### config.mk
export PLATFORM = sky130hd
export DESIGN_NAME = audio_tdm_tx_flat
export DESIGN_NICKNAME = d
export VERILOG_FILES = /design/src/rtl/audio_tdm_tx_if.sv /design/src/rtl/audio_tdm_tx.sv /design/src/flat_wrapper.sv
export SDC_FILE = /design/constraint.sdc
export NUM_CORES = 1
export LEC_CHECK = 0
export ABC_AREA = 1
export ABC_CLOCK_PERIOD_IN_PS = 1800
export BUFFER_PORTS_ARGS = -buffer_cell sky130_fd_sc_hd__buf_2
export CAP_MARGIN = 10
export CELL_PAD_IN_SITES_DETAIL_PLACEMENT = 1
export CELL_PAD_IN_SITES_GLOBAL_PLACEMENT = 1
export CORE_MARGIN = 10
export CORE_UTILIZATION = 39
export CTS_CLUSTER_DIAMETER = 200
export DETAILED_ROUTE_END_ITERATION = 10
export GPL_TIMING_DRIVEN = 0
export PLACE_DENSITY_LB_ADDON = 0.1
export SYNTH_ARGS = -nofsm -noshare
export SYNTH_HDL_FRONTEND = slang
export SYNTH_SLANG_ARGS = --single-unit
### constraint.sdc
create_clock -name clk -period 1.8 [get_ports clk]
set_clock_uncertainty 0.15 [all_clocks]
set_input_delay 0.36 -clock clk [delete_from_list [all_inputs] [get_ports clk]]
set_output_delay 0.36 -clock clk [all_outputs]
set_load 0.05 [all_outputs]
### src/rtl/audio_tdm_tx_if.sv
// Valid/ready bundle carrying one parallel audio frame (CHANNELS samples of WIDTH bits)
// into audio_tdm_tx; channel k occupies in_data[k*WIDTH +: WIDTH].
interface audio_tdm_tx_if #(
    parameter int CHANNELS = 2,
    parameter int WIDTH    = 24
);
    logic [CHANNELS*WIDTH-1:0] in_data;
    logic                      in_valid;
    logic                      in_ready;

    modport master (output in_data, output in_valid, input in_ready);
    modport slave  (input in_data, input in_valid, output in_ready);
endinterface

### src/rtl/audio_tdm_tx.sv
// I2S/left-justified/TDM serial audio transmitter; AUDIO_TX_UNDERRUN_MUTE_EN selects mute (else repeat) on underrun.
// Latency: sample MSB on sdata the clk after the load fall event; frame period 2*DIV*CHANNELS*SLOT clks.
// Backpressure: one-frame holding buffer, in_ready low while full; an empty buffer at load raises underrun.
module audio_tdm_tx #(
    parameter int WIDTH    = 24,
    parameter int SLOT     = 24,
    parameter int CHANNELS = 2,
    parameter int DIV      = 4,
    parameter int DELAY    = 0
) (
    input  logic          clk,
    input  logic          rst,
    audio_tdm_tx_if.slave in_if,
    output logic          bclk,
    output logic          lrclk,
    output logic          sdata,
    output logic          frame_start,
    output logic          underrun
);
    localparam int FRAME_BITS = CHANNELS * SLOT;
    localparam int DATA_W     = CHANNELS * WIDTH;
    localparam int DIV_W      = (DIV > 1) ? $clog2(DIV) : 1;
    localparam int BIT_W      = $clog2(FRAME_BITS);

    logic [DIV_W-1:0]      div_q, div_d;
    logic                  bclk_q, bclk_d;
    logic                  lrclk_q, lrclk_d;
    logic [BIT_W-1:0]      b_q, b_d;
    logic [FRAME_BITS-1:0] shift_q, shift_d;
    logic [DATA_W-1:0]     buf_q, buf_d;
    logic                  buf_vld_q, buf_vld_d;
    logic                  live_q, live_d;
    logic                  frame_start_q, frame_start_d;
    logic                  underrun_q, underrun_d;

    logic                  wrap;
    logic                  fall;
    logic                  load;
    logic                  hs;
    logic [BIT_W-1:0]      b_next;
    logic [DATA_W-1:0]     fill_dat;

    // Slot 0 sits at the shifter MSB end so it is sent first; each sample is left-aligned in its slot.
    function automatic logic [FRAME_BITS-1:0] frame_fmt(input logic [DATA_W-1:0] d);
        logic [FRAME_BITS-1:0] f;
        f = '0;
        for (int k = 0; k < CHANNELS; k++) begin
            f[FRAME_BITS-1-k*SLOT -: WIDTH] = d[k*WIDTH +: WIDTH];
        end
        return f;
    endfunction

    assign wrap   = (div_q == DIV_W'(DIV - 1));
    assign fall   = wrap & bclk_q;
    assign b_next = (b_q == BIT_W'(FRAME_BITS - 1)) ? '0 : b_q + 1'b1;
    assign load   = fall & (b_next == BIT_W'(DELAY));

    // live_q keeps in_ready low through reset and for the release cycle.
    assign in_if.in_ready = live_q & ~buf_vld_q;
    assign hs             = in_if.in_valid & in_if.in_ready;

`ifdef AUDIO_TX_UNDERRUN_MUTE_EN
    assign fill_dat = buf_vld_q ? buf_q : '0;
`else
    logic [DATA_W-1:0] last_q, last_d;

    assign fill_dat = buf_vld_q ? buf_q : last_q;

    always_comb begin
        last_d = last_q;
        if (load && buf_vld_q) begin
            last_d = buf_q;
        end
    end

    always_ff @(posedge clk) begin
        if (rst) begin
            last_q <= '0;
        end else begin
            last_q <= last_d;
        end
    end
`endif

    always_comb begin
        div_d         = wrap ? '0 : div_q + 1'b1;
        bclk_d        = wrap ? ~bclk_q : bclk_q;
        b_d           = b_q;
        lrclk_d       = lrclk_q;
        shift_d       = shift_q;
        buf_d         = buf_q;
        buf_vld_d     = buf_vld_q;
        live_d        = 1'b1;
        frame_start_d = load;
        underrun_d    = load & ~buf_vld_q;

        if (fall) begin
            b_d = b_next;
            if (CHANNELS == 2) begin
                lrclk_d = (b_next >= BIT_W'(SLOT));
            end else begin
                lrclk_d = (b_next == '0);
            end
        end

        if (load) begin
            shift_d = frame_fmt(fill_dat);
        end else if (fall) begin
            shift_d = {shift_q[FRAME_BITS-2:0], 1'b0};
        end

        // Load consumes the pre-cycle buffer; a same-cycle handshake refills it for the next frame.
        if (load) begin
            buf_vld_d = 1'b0;
        end
        if (hs) begin
            buf_vld_d = 1'b1;
            buf_d     = in_if.in_data;
        end
    end

    always_ff @(posedge clk) begin
        if (rst) begin
            div_q         <= '0;
            bclk_q        <= 1'b0;
            lrclk_q       <= 1'b0;
            b_q           <= BIT_W'(FRAME_BITS - 1);
            shift_q       <= '0;
            buf_q         <= '0;
            buf_vld_q     <= 1'b0;
            live_q        <= 1'b0;
            frame_start_q <= 1'b0;
            underrun_q    <= 1'b0;
        end else begin
            div_q         <= div_d;
            bclk_q        <= bclk_d;
            lrclk_q       <= lrclk_d;
            b_q           <= b_d;
            shift_q       <= shift_d;
            buf_q         <= buf_d;
            buf_vld_q     <= buf_vld_d;
            live_q        <= live_d;
            frame_start_q <= frame_start_d;
            underrun_q    <= underrun_d;
        end
    end

    assign bclk        = bclk_q;
    assign lrclk       = lrclk_q;
    assign sdata       = shift_q[FRAME_BITS-1];
    assign frame_start = frame_start_q;
    assign underrun    = underrun_q;
endmodule
### src/flat_wrapper.sv
// flat-port wrapper written by rule: the top's interface ports become plain ports
module audio_tdm_tx_flat 
#(
    parameter int WIDTH    = 24,
    parameter int SLOT     = 24,
    parameter int CHANNELS = 2,
    parameter int DIV      = 4,
    parameter int DELAY    = 0
)
  (clk, rst, bclk, lrclk, sdata, frame_start, underrun, in_if_in_data, in_if_in_valid, in_if_in_ready);
  audio_tdm_tx_if #(.CHANNELS(CHANNELS), .WIDTH(WIDTH)) in_if_i ();
  input  logic clk;
  input  logic rst;
  output logic bclk;
  output logic lrclk;
  output logic sdata;
  output logic frame_start;
  output logic underrun;
  input wire logic [$bits(in_if_i.in_data)-1:0] in_if_in_data;
  input wire logic [$bits(in_if_i.in_valid)-1:0] in_if_in_valid;
  output wire logic [$bits(in_if_i.in_ready)-1:0] in_if_in_ready;
  assign in_if_i.in_data = in_if_in_data;
  assign in_if_i.in_valid = in_if_in_valid;
  assign in_if_in_ready = in_if_i.in_ready;
  audio_tdm_tx #(.WIDTH(WIDTH), .SLOT(SLOT), .CHANNELS(CHANNELS), .DIV(DIV), .DELAY(DELAY)) u_core (.clk(clk), .rst(rst), .in_if(in_if_i), .bclk(bclk), .lrclk(lrclk), .sdata(sdata), .frame_start(frame_start), .underrun(underrun));
endmodule
Word level (Yosys, flattened, before mapping) --
Index checks and enable logic that the tools add are counted. Widths: inputs -> output; s select.
Word-level totals: register bits 158, input port bits 51, output and inout bits 6, logic and storage cells 35
Operators by class: $add $sub $neg 2, magnitude comparators 1, eq/ne operators 2, mux-type cells 7, bitwise gates (word level) 7, reduce and logical (&&, ||, !) cells 5
Operator list (number):
- $mux 48 | 3
- $add 6x1->6 const B | 1
- $eq 6x6->1 const B | 1
- $ge 6x5->1 const B | 1
- $logic_not 6->1 | 1
- $mux 6 | 1
- $and 1x1->1 | 5
- $reduce_bool 2->1 | 2
- $mux 1 | 3
- $add 2x1->2 const B | 1
- $eq 2x2->1 const B | 1
- $not 1->1 | 2
- $reduce_or 2->1 | 1
- $logic_and 1x1->1 | 1

Longest topological paths before layout --
depth after elaboration 6, depth in mapped cells 13, depth with buffers taken out 11

Least setup slack after synthesis --
No wires, ideal clock.
path type reg2reg, start point register u_core.bclk_q (netlist: u_core.bclk), end point register u_core.last_q[19], setup time 0.113 ns, arrival time 1.847 ns, required time 1.537 ns, slack -0.310 ns, stages on the path, launching flop included 12, path buffers 2, period minus slack after synthesis 2.110 ns, path through dfxtp_1 nand2_4 inv_2 nand2_1 nor2_2 nand3_4 nor2_4 nand2_2 buf_2 buf_6 o21ai_1 nor2_1
On the way: word-level cells in the longest chain between the ends 3
Ends and longest elaborated chain:
- start: declaration | line audio_tdm_tx.sv:26 | logic bclk_q, bclk_d;
- start signal: assignment | line audio_tdm_tx.sv:136 | bclk_q <= bclk_d;
- $and 1x1->1 | line audio_tdm_tx.sv:54 | assign fall = wrap & bclk_q;
- $and 1x1->1 | line audio_tdm_tx.sv:56 | assign load = fall & (b_next == BIT_W'(DELAY));
- $logic_and 1x1->1 | line audio_tdm_tx.sv:71 | if (load && buf_vld_q) begin
- end signal: assignment | line audio_tdm_tx.sv:80 | last_q <= last_d;
- end: declaration | line audio_tdm_tx.sv:65 | logic [DATA_W-1:0] last_q, last_d;
Every way passes these cells. A chain may end at the register's enable or synchronous reset.

Worst setup path after layout --
start point register u_core.b_q[1], end point register u_core.shift_q[32]
On the way: word-level cells in the longest chain between the ends 5, elaborated cells on any way between the ends 7, classes of those cells 1 x add/sub; 1 x eq/ne; 2 x mux; 1 x bitwise; 2 x reduce/logical
Ends and longest elaborated chain:
- start: declaration | line audio_tdm_tx.sv:28 | logic [BIT_W-1:0] b_q, b_d;
- start signal: assignment | line audio_tdm_tx.sv:127 | b_q <= BIT_W'(FRAME_BITS - 1);
- $add 6x1->6 / $eq 6x6->1 (equally long branches) | line audio_tdm_tx.sv:55 | assign b_next = (b_q == BIT_W'(FRAME_BITS - 1)) ? '0 : b_q + 1'b1;
- $mux 6 * | line audio_tdm_tx.sv:55
- $logic_not 6->1 * | line audio_tdm_tx.sv:56
- $and 1x1->1 * | line audio_tdm_tx.sv:56
- $mux 48 / $reduce_bool 2->1 (equally long branches)
- end signal: assignment | line audio_tdm_tx.sv:139 | shift_q <= shift_d;
- end: declaration | line audio_tdm_tx.sv:29 | logic [FRAME_BITS-1:0] shift_q, shift_d;
Every way passes the cells marked *; elsewhere a longest branch is shown, timed or not.

==> flow_summary_export.csv <==
group,metric,value,unit
run_status,status,"complete, but fails checks",
run_status,violations,"negative setup slack",
setup_path,cp.buffers_inverters,3,
power_and_ir_drop,pwr-share-seq,0.464,
route,drtIter0Drc,263,
timing,hold_viol_final,0,
final_layout,nNetsFinal,1100,
placed_design,gp_congestion,0.7871,
route,viasPerCell,5.089,
grt,met3_usage,0.02794,
die,die_area,23070,um^2
synthesis,syn_nets,975,
power_and_ir_drop,p_int,5.861,mW
job,drv_cap,0,
setup_path,crit_type,"flip-flop to flip-flop",
clock_tree,htreeDepth,4,
setup_path,worstPathCellList,"ha_4, nand2_2, nor2_2, nand2_2, nand3_4, nand3_4, buf_4, buf_4, buf_4, o21bai_1, nand2_1, nand3_1, nand2_1",
route,num_vias,6534,
clock_tree,clkTransAtPathRegs,70,ps
final_layout,syn_to_final_growth,34.77,%
setup_path,worst_path_max_delay_cell,"dfxtp_4",
final_layout,diodes,0,
synthesis,synth_cell_types,29,
route,wl,23000,um
min_path,hold_depth,3,
timing,setup_viol,101,
die,core,17180,um^2
route,post-route-drc-count,0,
grt,grt_start_max_net_pins,17,
clock_tree,clockBufferDepth,2,
grt,grtUsageMet1,0.2360,
die,io_pins,57,
grt,grt.busiest_layer,"met2",
die,die_x,151.9,um
synthesis,async_flop_share,0,
synthesis,ys_seq_area_frac,0.4662,
grt,grt_pass1_wl,33510,um
power_and_ir_drop,total_power,7.822,mW
synthesis,yosysWarnings,0,
synthesis,synth_common_cells,"191 x nand2_1, 158 x dfxtp_1, 107 x nor2_1",
setup_path,cp_max_fo,4,
setup_path,worst-path-stages,13,
timing,rsz0062_at_grt,"yes",
route,post_drt_wl_per_cell,17.91,um
timing,period_minus_slack,2190,ps
synthesis,yosys.area.top_type_share,0.4662,
synthesis,syn_inst,921,
die,die_h,151.9,um
clock_tree,clock_latency,440,ps
setup_path,cp-start-kind,"flip-flop",
clock_tree,clock-root-buffer,"clkbuf_16",
synthesis,synth.area.top_cells,"dfxtp_1 47%, nand2_1 11%, nand3_1 7.4%",
setup_path,worst_ep_arrival_time,2370,ps
die,row_count,48,
grt,grt_pass1_vias,6405,
route,drt-pass1-iter-count,7,
power_and_ir_drop,pwr-share-clk,0.458,
clock_tree,cts_made_buffers,17,
grt,grt_overflow_total,0,
setup_path,slowest_delay,380,ps
synthesis,synth.avg_cell_area,7.366,um^2
timing,fmax,456.7,MHz
power_and_ir_drop,combPwrFrac,0.079,
clock_tree,holdBufCountCts,0,
final_layout,drive_gt1_frac,0.2597,
power_and_ir_drop,power.leakage,3.702,nW
setup_path,worst_r2r_path_depth,13,
clock_tree,tritoncts,"built",
grt,antenna_found_initial,0,
setup_path,cp_top_family,"simple AND/OR/NAND/NOR gates",
placed_design,dpl-instance-area,7382,um^2
grt,grt.total_usage,0.1747,
final_layout,instances_no_fill,1284,
synthesis,synth-seq-cells,158,
die,start_util,0.3950,
timing,setup_slack,-389.8,ps
synthesis,synth_edf_count,0,
synthesis,yosys.area.top_type,"dfxtp_1",
placed_design,dpl.hpwl,14190,um
synthesis,ys.flop_type,"dfxtp_1",
min_path,min_path_type,"input pin to flip-flop",
timing,drv_slew,0,
route,antenna_left,0,
placed_design,dp_cells,1200,
setup_path,crit_top_cell,"buf_4",
power_and_ir_drop,power_density,855.5,nW/um^2
grt,use_met2,0.2782,
clock_tree,cts_num_sinks,158,
power_and_ir_drop,p_sw_frac,0.2506,
final_layout,design_area,9143,um^2
timing,worst_slew_pin_slew,737.2,ps
timing,slew_headroom,0.5085,
setup_path,worstPathRequired,1980,ps
timing,fin_crit_sh,1.217,
power_and_ir_drop,switchingPower,1.960,mW
power_and_ir_drop,ir_drop,0.7226,mV
setup_path,end_kind,"flip-flop",
synthesis,syn_area,6784,um^2
synthesis,synth_most_common_cell,"nand2_1",
placed_design,io_buffers,54,
[worst paths after layout]
path,from,to,slack [ps]
worst max-delay path,u_core.b_q[1]$_SDFFE_PP1P_,u_core.shift_q[32]$_SDFFE_PP0P_,-390
worst max register to register,u_core.b_q[1]$_SDFFE_PP1P_,u_core.shift_q[32]$_SDFFE_PP0P_,-390
worst min register to register,u_core.shift_q[33]$_SDFFE_PP0P_,u_core.shift_q[33]$_SDFFE_PP0P_,300
worst min-delay path,in_if_in_data[19],u_core.buf_q[19]$_SDFFE_PP0P_,40
[area by class of cell]
type | count | area (um^2)
Timing Repair Buffer | 106 | 857.1
Clock buffer | 23 | 489.2
Clock inverter | 9 | 82.58
Fill cell | 2161 | 8034
Inverter | 70 | 284.0
Tap cell | 225 | 281.5
Multi-Input combinational cell | 628 | 3441
Buffer | 65 | 526.8
Sequential cell | 158 | 3181
[logic make-up after synthesis]
group           after synthesis  synth area share
flops                       158            0.4662
simple gates                412            0.2558
xor+xnor                      1          0.001291
mux                          31           0.04574
fa+ha+maj                     3          0.005534
buf+inv                     135           0.08594
compound gates              181            0.1394
[power groups by stage]
stage	clock network (mW)	logic, mW	registers, mW
6_report	3.58	0.614	3.63
3_3_place_gp	0	0.491	3.69
3_5_place_dp	0	0.501	3.70
4_1_cts	3.60	0.547	3.62
2_1_floorplan	0	0.305	3.69
5_1_grt	3.78	0.678	3.63
[cells in the final DEF (no fill, tap or decap), types with 7 or more instances in the layout]
cell | netlist | layout
nand2_1 | 191 | 170
buf_4 | 5 | 30
buf_6 | 6 | 19
buf_12 | 0 | 10
nand3_1 | 100 | 83
nand2_4 | 1 | 9
inv_1 | 65 | 65
o21ai_2 | 0 | 11
nor2_1 | 107 | 83
clkbuf_16 | 0 | 23
nand3_2 | 1 | 14
mux2i_1 | 31 | 31
buf_8 | 0 | 10
buf_2 | 10 | 56
clkbuf_2 | 0 | 13
o21ai_1 | 34 | 52
dfxtp_1 | 158 | 152
o21ai_0 | 77 | 48
o21bai_1 | 15 | 14
clkbuf_1 | 40 | 23
nor2_4 | 2 | 7
a21oi_1 | 54 | 52
nand2_2 | 2 | 14
nor2_2 | 1 | 20
[layer usage]
layer  share of wire  wire (um)
met1            0.47      10860
met2            0.48      11090
met3           0.028        648
met4           0.017        397
met5               0          0
[registers in the layout, summed over array words and instances (netlist names)]
signal and flops:
u_core.b_q 6, u_core.live_q 1, u_core.lrclk 1, u_core.div_q 2
u_core.bclk 1, u_core.shift_q 48, u_core.buf_q 48, u_core.buf_vld_q 1
u_core.last_q 48, u_core.frame_start 1, u_core.underrun 1
[per-stage QoR]
step                      hold WS (ps)  TNS [ps]  utilization  worst slack (ps)
final                            43.26    -23440       0.5323            -389.8
after global routing             48.08    -34920       0.5323            -497.8
after CTS                        37.61    -15590       0.4844            -216.9
after detailed placement         290.9    -84700       0.4298             -1079
after global placement           287.7    -80690       0.4298             -1029
after floorplan                  276.1     -1012            -            -27.74
[timing repair]
item | CTS | global route
gates cloned | 1 | 5
endpoints found under the hold margin | 0 | 0
resized for setup | 100 | 136
buffers inserted | 11 | 35
pin swaps | 9 | 39
endpoints found under the setup margin | 153 | 107
[tightest hold or removal path, stage by stage]
cell and delay (ps):
buf_2 90, nand3_1 70, a21oi_1 60
(Power assumes the default switching activity.)
